<file path="config.mk">
export PLATFORM = sky130hd
export DESIGN_NAME = dcache_wt
export DESIGN_NICKNAME = d
export VERILOG_FILES = /design/src/rtl/dcache_wt.sv
export SDC_FILE = /design/constraint.sdc
export NUM_CORES = 2
export LEC_CHECK = 0
export BUFFER_PORTS_ARGS = -buffer_cell sky130_fd_sc_hd__buf_4
export CAP_MARGIN = 40
export CORE_UTILIZATION = 55
export CTS_BUF_LIST = sky130_fd_sc_hd__clkbuf_8
export DETAILED_ROUTE_END_ITERATION = 16
export PLACE_DENSITY_LB_ADDON = 0.15
export SYNTH_ARGS = -nofsm -noshare
export SYNTH_HDL_FRONTEND = slang
export SYNTH_SLANG_ARGS = --single-unit
</file>
<file path="constraint.sdc">
create_clock -name clk -period 5.9 [get_ports clk]
set_input_delay 0.295 -clock clk [delete_from_list [all_inputs] [get_ports clk]]
set_output_delay 0.295 -clock clk [all_outputs]
set_load 0.005 [all_outputs]
</file>
<file path="src/rtl/dcache_wt.sv">
// dcache_wt: direct-mapped, write-through, no-write-allocate data cache
// sitting in the MEM stage. One 64-bit word per line.
//
// Ports
//   clk, rst            clock; synchronous active-high reset
//   req_*_i             MEM-stage access (valid, we, byte addr, wdata, wmask)
//   flush_i             invalidate every line (honoured in IDLE only)
//   rdata_o             load data (hit in IDLE, or fill data in DONE)
//   dcache_ready_o      access-complete pulse
//   mem_block_flag_o    stall request, asserted in the accept cycle of a miss/store
//   bus_*               single-beat memory bus; request held until bus_ack_i
module dcache_wt #(
  parameter int LINES = 16
) (
  input  logic        clk,
  input  logic        rst,
  input  logic        req_valid_i,
  input  logic        req_we_i,
  input  logic [63:0] req_addr_i,
  input  logic [63:0] req_wdata_i,
  input  logic [7:0]  req_wmask_i,
  input  logic        flush_i,
  output logic [63:0] rdata_o,
  output logic        dcache_ready_o,
  output logic        mem_block_flag_o,
  output logic        bus_req_o,
  output logic        bus_we_o,
  output logic [63:0] bus_addr_o,
  output logic [63:0] bus_wdata_o,
  output logic [7:0]  bus_wmask_o,
  input  logic        bus_ack_i,
  input  logic [63:0] bus_rdata_i
);

  localparam int IDX_W = $clog2(LINES);
  localparam int TAG_W = 61 - IDX_W;

  typedef enum logic [1:0] {IDLE, RD_MISS, WR_THRU, DONE} state_e;

  state_e             state_q, state_d;
  logic [LINES-1:0]   valid_q;
  logic [TAG_W-1:0]   tag_q  [LINES];
  logic [63:0]        data_q [LINES];

  // latched request; the byte offset is never needed
  logic [63:3]        addr_q;
  logic [63:0]        wdata_q;
  logic [7:0]         wmask_q;
  logic               ld_q;
  logic [63:0]        fill_q;

  logic [IDX_W-1:0]   req_idx, lat_idx;
  logic [TAG_W-1:0]   req_tag, lat_tag;
  logic               req_hit, lat_hit, accept, fill_we, merge_we;
  logic               unused_ok;

  assign req_idx = req_addr_i[3 +: IDX_W];
  assign req_tag = req_addr_i[63 -: TAG_W];
  assign lat_idx = addr_q[3 +: IDX_W];
  assign lat_tag = addr_q[63 -: TAG_W];
  assign unused_ok = ^req_addr_i[2:0];

  // a flush in the same cycle forces the request down the miss path
  assign req_hit = valid_q[req_idx] && (tag_q[req_idx] == req_tag) && !flush_i;
  assign lat_hit = valid_q[lat_idx] && (tag_q[lat_idx] == lat_tag);

  assign fill_we  = (state_q == RD_MISS) && bus_ack_i;
  assign merge_we = (state_q == WR_THRU) && bus_ack_i && lat_hit;

  // bus fields come straight from the latch so they stay stable while waiting
  assign bus_we_o    = (state_q == WR_THRU);
  assign bus_addr_o  = {addr_q, 3'b000};
  assign bus_wdata_o = wdata_q;
  assign bus_wmask_o = wmask_q;

  always_comb begin
    state_d          = state_q;
    rdata_o          = '0;
    dcache_ready_o   = 1'b0;
    mem_block_flag_o = 1'b0;
    bus_req_o        = 1'b0;
    accept           = 1'b0;
    unique case (state_q)
      IDLE: begin
        if (req_valid_i) begin
          if (!req_we_i && req_hit) begin
            dcache_ready_o = 1'b1;
            rdata_o        = data_q[req_idx];
          end else begin
            mem_block_flag_o = 1'b1;
            accept           = 1'b1;
            state_d          = req_we_i ? WR_THRU : RD_MISS;
          end
        end
      end
      RD_MISS, WR_THRU: begin
        bus_req_o = 1'b1;
        if (bus_ack_i) state_d = DONE;
      end
      DONE: begin
        dcache_ready_o = 1'b1;
        rdata_o        = ld_q ? fill_q : 64'd0;
        state_d        = IDLE;
      end
      default: state_d = IDLE;
    endcase
  end

  always_ff @(posedge clk) begin
    if (rst) begin
      state_q <= IDLE;
      valid_q <= '0;
      addr_q  <= '0;
      wdata_q <= '0;
      wmask_q <= '0;
      ld_q    <= 1'b0;
      fill_q  <= '0;
    end else begin
      state_q <= state_d;
      if (accept) begin
        addr_q  <= req_addr_i[63:3];
        wdata_q <= req_we_i ? req_wdata_i : 64'd0;
        wmask_q <= req_we_i ? req_wmask_i : 8'd0;
        ld_q    <= !req_we_i;
      end
      if (state_q == IDLE && flush_i) valid_q <= '0;
      else if (fill_we)               valid_q[lat_idx] <= 1'b1;
      if (fill_we) fill_q <= bus_rdata_i;
    end
  end

  // tag/data arrays carry no reset; validity is tracked by valid_q alone
  always_ff @(posedge clk) begin
    if (!rst) begin
      if (fill_we) begin
        data_q[lat_idx] <= bus_rdata_i;
        tag_q[lat_idx]  <= lat_tag;
      end else if (merge_we) begin
        for (int b = 0; b < 8; b++)
          if (wmask_q[b]) data_q[lat_idx][8*b +: 8] <= wdata_q[8*b +: 8];
      end
    end
  end

endmodule

</file>
Yosys cells after proc, flatten, opt, wreduce, memory -nomap -nowiden
Memory sizes are Yosys's and may differ from the RTL's. A register that Yosys moved wholly into a read port is not among the register bits.
Cells that the tools add are included.
{ "word_totals": {"register_bits": 216, "mem_bits_rw": 1936, "in_bits": 206, "out_inout_bits": 204, "memories": 2} }
{ "memory_table": {"columns": ["memory", "depth", "word_bits", "read_ports", "rd_ports_with_merged_regs", "wr", "line", "rtl"], "rows": [
  ["data_q", 16, 64, 1, 0, 1, "43", "logic [63:0] data_q [LINES];"],
  ["tag_q", 16, 57, 2, 1, 1, "42", "logic [TAG_W-1:0] tag_q [LINES];"]
]} }
{ "classes": {"order_cmp": 3, "n_eq_ne": 8, "n_mux": 77, "bitwise_logic": 9, "n_reduce_logical": 15} }
{ "op_table": {"columns": ["cell", "n"], "rows": [
  ["$mux W64", 4],
  ["$pmux W64 S2", 1],
  ["$eq A57 B57 Y1", 2],
  ["$mux W8", 9],
  ["$mux W1", 52],
  ["$or A16 B16 Y16", 1],
  ["$lt A4 B5 Y1 const B", 2],
  ["$logic_and A1 B1 Y1", 9],
  ["$bmux W1 S4", 2],
  ["$mux W2", 4],
  ["$mux W4", 2],
  ["$or A1 B1 Y1", 8],
  ["$ne A2 B2 Y1 const B", 3],
  ["$pmux W2 S3", 1],
  ["$demux W1 S4", 1],
  ["$eq A2 B2 Y1 const B", 2],
  ["$ge A4 B1 Y1 const B", 1],
  ["$reduce_or A2 Y1", 2],
  ["$reduce_and A3 Y1", 1],
  ["$eq A2 B1 Y1 const B", 1],
  ["$logic_not A1 Y1", 2],
  ["$logic_not A2 Y1", 1],
  ["$pmux W1 S2", 1]
]} }

Longest topological paths before layout
{ "depth": {"word_depth": 10, "ltp_mapped": 17, "mapped_depth_nobuf": 11} }

Worst setup path before layout
Ideal clock, no wire load.
{ "synth_timing": {"path_type": "register to register", "startpoint": "register with a tool-made name", "endpoint": "memory data_q[11][16], enable pin", "t_arrival_ns": 4.592, "slack_ns": 0.937, "path_stages_with_launch": 18, "synth_period_minus_slack_ns": 4.963, "cell_sequence": "dfxtp_1 -> buf_4 -> buf_4 -> buf_4 -> buf_2 -> buf_2 -> mux4_2 -> mux2i_1 -> xor2_1 -> nand4_1 -> a211oi_1 -> nand4_1 -> nor4_4 -> nand2_2 -> and2_1 -> clkbuf_1 -> buf_2 -> nor2_1"} }
{ "synth_rtl": {"columns": ["element", "line"], "rows": [
  ["to (decl)", "43"]
]} }

Worst setup path after layout
{ "layout_timing": {"startpoint": "input req_addr_i[5]", "endpoint": "output rdata_o[32]"} }
{ "layout_via": {"elab_chain_len": 8} }
{ "layout_lines": {"columns": ["element", "line", "rtl"], "rows": [
  ["from (decl)", "19", "input logic [63:0] req_addr_i,"],
  ["$mem_v2 Z16 W57 or $bmux W1 S4 (tied branches)", null, null],
  ["$eq A57 B57 Y1 or $mux W1 (tied branches)", "64", "assign req_hit = valid_q[req_idx] && (tag_q[req_idx] == req_tag) && !flush_i;"],
  ["$logic_and A1 B1 Y1 (2 in a row)", "64", null],
  ["$logic_and A1 B1 Y1", "86", "if (!req_we_i && req_hit) begin"],
  ["$mux W64 *", "86", null],
  ["$mux W64 *", "85", "if (req_valid_i) begin"],
  ["$pmux W64 S2 *", "83", "unique case (state_q)"],
  ["to (decl)", "23", "output logic [63:0] rdata_o,"]
]} }
Every way passes the cells marked *; elsewhere a longest branch is shown, timed or not. The select of a mux whose other input is x is not followed.

==> reports/results.ini <==
[pwr]
p_int_w=0.02597
power_switching_share_pct=26.91
switchingPower_w=0.009564
p_comb_share_pct=16.0
ir_drop_v=0.0002987
sequentialPowerShare_pct=49.8
cellPowerDensity_mw_per_mm2=319.1
clockPowerShare_pct=34.2
power.leakage_nw=37.89

[layout]
finish.instance_area_mm2=0.1114
drive_gt1_share_pct=32.27
fillerInstances=11430
layout.nets=6440
fin_util_pct=65.86
syn_to_final_growth_pct=18.99

[yosys]
ys_top_cells_by_area=edfxtp_1 (62%), mux4_2 (19%), dfxtp_1 (4.7%)
yosysTopAreaCell=edfxtp_1
synth-edff-count=1936
synth_simple_gate_area_share_pct=4.456
syn_area_per_cell_um2=18.27
synth_compound_area_share_pct=2.713
synth_top_area_share_pct=62.12
async_flop_share_pct=0
synth_top_family_by_area=multiplexers
ys_seq_elements=2156
synth_fa_ha_area_share_pct=0.05348
synth_flop_cell=edfxtp_1
syn_area_mm2=0.09359
yosysSeqAreaShare_pct=66.82
syn_inst=5123
synth-warning-count=0
synth_xor_xnor_area_share_pct=1.132
netlist-cell-type-count=64
synthMuxAreaShare_pct=23.05

[detailed_routing]
route.detailed.drc=0
ant_nets=0
num_vias=55220
viasPerCell=6.327
firstDrtPassIters=6
drt_iter0_drc=5759
wl_per_cell_um=30.10
wl_mm=262.7

[clock_network]
max-clock-path-buffers=4
cts_tree=done
numCtsBuffers=360
cts-root-buf=clkbuf_8
clkTransAtPathRegs_ps=60
htree_levels=5
clkLatencyLatePin_ps=1090
post_cts_buffers=0
clkSinkCount=2156

[setup_path]
required_ps=5610
crit_chain=dlygate4sd3_1, buf_8, buf_12, mux4_2, mux2i_1, mux2i_1, a2bb2oi_1, o211ai_1, nor4_1, nand4_1, nor4_4, nand3_4, buf_12, o21ai_0, buf_4
crit_path_start_kind=input pin
path_max_fanout=65
worstSetupPathType=input pin to output pin
endpoint_kind=output pin
crit_buf_inv=5
slowest_delay_ps=560
cpMaxStageDelayCell=dlygate4sd3_1
cp.arrival_ps=5440
crit_start=req_addr_i[5]
crit_family=buffers and inverters

[global_route]
grt_pass1_wl_mm=382.4
grtUsageTotal_pct=30.68
grt_max_degree=104
antenna_found_initial=10
grt_pass1_vias=56050
grt_overflow=0

[hold_path]
hold_path.startpoint=req_wdata_i[42]
hp-class=input pin to register

[sta]
clock_skew_ps=111.2
max_freq_mhz=174.3
rsz0062_at_grt=no
tightest_slew_ps=958.6
fin_setup_tns_ps=0
fin_crit_sh_pct=97.22
finalSetupViolCount=0
maxSlewHeadroom_pct=36.09
finalMaxSlewViolations=0
hold_slack_ps=64.27
layout_min_cycle_time_ps=5736
hold_viol=0

[place]
gp_congestion=0.8751
numPortBuffers=403
detailed_place_hpwl_mm=164.3
dpl_cell_area_mm2=0.1011

[floorplan]
core_mm2=0.1691
die_w_um=414.5
fp-row-count=151
io-pin-count=410
fp.dieH_um=414.5
start_util_pct=55.35
die-area_mm2=0.1718

[status]
status=finished clean

[run]
maxCapViolCount=0

-- Yosys cell counts, drive strengths merged (3+ instances only) --
library cell	instances
nand2	389
a2111oi	5
ha	4
xnor2	68
nand3	18
o22a	3
inv	22
nand4	17
a211oi	7
a21oi	85
buf	160
o22ai	8
o221ai	4
a31oi	16
nor4	9
and3	3
mux4	796
o21ai	151
nor2b	84
nand2b	128
dfxtp	220
nor3b	3
mux2	88
edfxtp	1936
and2	12
nor3	19
nor2	202
a221oi	8
xor2	53
o32ai	3
mux2i	265
clkbuf	209
nand3b	4
or4	5
a22oi	11
a22o	4
o41ai	75
-- cell usage in the layout, fill, tap and decap left out, drive strengths merged, types with 4 or more instances in the layout --
| master | n |
|---|---|
| o22ai | 8 |
| a22o | 4 |
| bufinv | 7 |
| nand2 | 389 |
| a221oi | 8 |
| o21ai | 151 |
| edfxtp | 1936 |
| or4 | 5 |
| a2111oi | 5 |
| nand2b | 128 |
| mux2i | 265 |
| o221ai | 4 |
| inv | 167 |
| clkinv | 88 |
| clkbuf | 389 |
| buf | 739 |
| nand3 | 18 |
| a21oi | 85 |
| nor3 | 19 |
| ha | 4 |
| nor2 | 202 |
| xor2 | 53 |
| a31oi | 16 |
| diode | 10 |
| xnor2 | 68 |
| nor2b | 84 |
| dlygate4sd3 | 373 |
| a211oi | 7 |
| nand4 | 17 |
| nand3b | 4 |
| a22oi | 11 |
| o41ai | 75 |
| mux2 | 88 |
| nor4 | 9 |
| dfxtp | 220 |
| mux4 | 796 |
| and2 | 12 |
-- power groups by stage --
| stage | combinational, W | clock, W | sequential [W] |
|---|---|---|---|
| after global placement | 0.00530 | 0 | 0.0180 |
| after global routing | 0.00598 | 0.0130 | 0.0177 |
| after detailed placement | 0.00538 | 0 | 0.0180 |
| after CTS | 0.00568 | 0.0123 | 0.0177 |
| after floorplan | 0.00320 | 0 | 0.0179 |
| final | 0.00569 | 0.0121 | 0.0177 |
-- area by class of cell --
| type | instances | area (um^2) | share of cell area [%] |
|---|---|---|---|
| flip-flops and latches | 2156 | 62550 | 56.17 |
| multi-input cells | 2577 | 29580 | 26.56 |
| repair buffers | 1112 | 9833 | 8.830 |
| clock buffers | 389 | 5354 | 4.808 |
| well taps | 2218 | 2775 | 2.492 |
| clock inverters | 242 | 1142 | 1.026 |
| inverters | 23 | 97.59 | 0.08764 |
| diodes | 10 | 25.02 | 0.02247 |
-- registers in the layout (all words and copies together), names as in the netlist, named ones only --
signal and cells:
data_q 1024, tag_q 912, bus_wdata_o 64, fill_q 64, addr_q 61, valid_q 16
bus_wmask_o 8, state_q 2, ld_q 1
-- through the flow --
| stage | total power [W] | std cells | setup slack, ps |
|---|---|---|---|
| 2_1_floorplan | 0.02106 | 5125 | 937.1 |
| 3_3_place_gp | 0.02330 | 7703 | 625.0 |
| 3_5_place_dp | 0.02339 | 7713 | 601.6 |
| 4_1_cts | 0.03571 | 8717 | 164.2 |
| 5_1_grt | 0.03669 | 8725 | 13.70 |
| 6_report | 0.03553 | 8727 | 164.1 |
-- layer usage --
| layer | wire (um) | track usage, % |
|---|---|---|
| met5 | 74 | 0 |
| met3 | 19410 | 5.268 |
| met4 | 11430 | 13.18 |
| met2 | 131100 | 50.31 |
| met1 | 100700 | 40.85 |
-- worst paths after layout --
check | cells after the start | slack (ps) | to
worst max-delay path | 15 | 160 | rdata_o[32]
worst min-delay path | 4 | 60 | bus_wdata_o[42]
worst max register to register | 14 | 590 | data_q[14][23]
worst min register to register | 2 | 460 | fill_q[38]
-- cell families after synthesis --
family	Yosys count
DFF	2156
other	1
and+or+nand+nor	900
muxes	1149
buffers and inverters	392
xor gates and xnor gates	121
AOI/OAI and AO/OA	400
adders and majority gates	4
-- worst register-to-register path, cell delays in order, from the launching register on --
cell and delay (ps):
dfxtp_4 460, buf_12 360, buf_4 530, mux4_2 560
mux2i_1 230, xor2_1 250, a32oi_1 80, a21oi_1 620
nand4_1 390, nor4_4 370, buf_12 220, nand2_2 80
and2_1 350, nor2_1 230, buf_4 220
-- what timing repair did --
action,4_1_cts,5_1_grt
endpoints found under the hold margin,1241,0
resized for setup,0,2
endpoints found under the setup margin,0,4
hold buffers,373,0
Note: power is estimated with default switching activity, not from simulation.
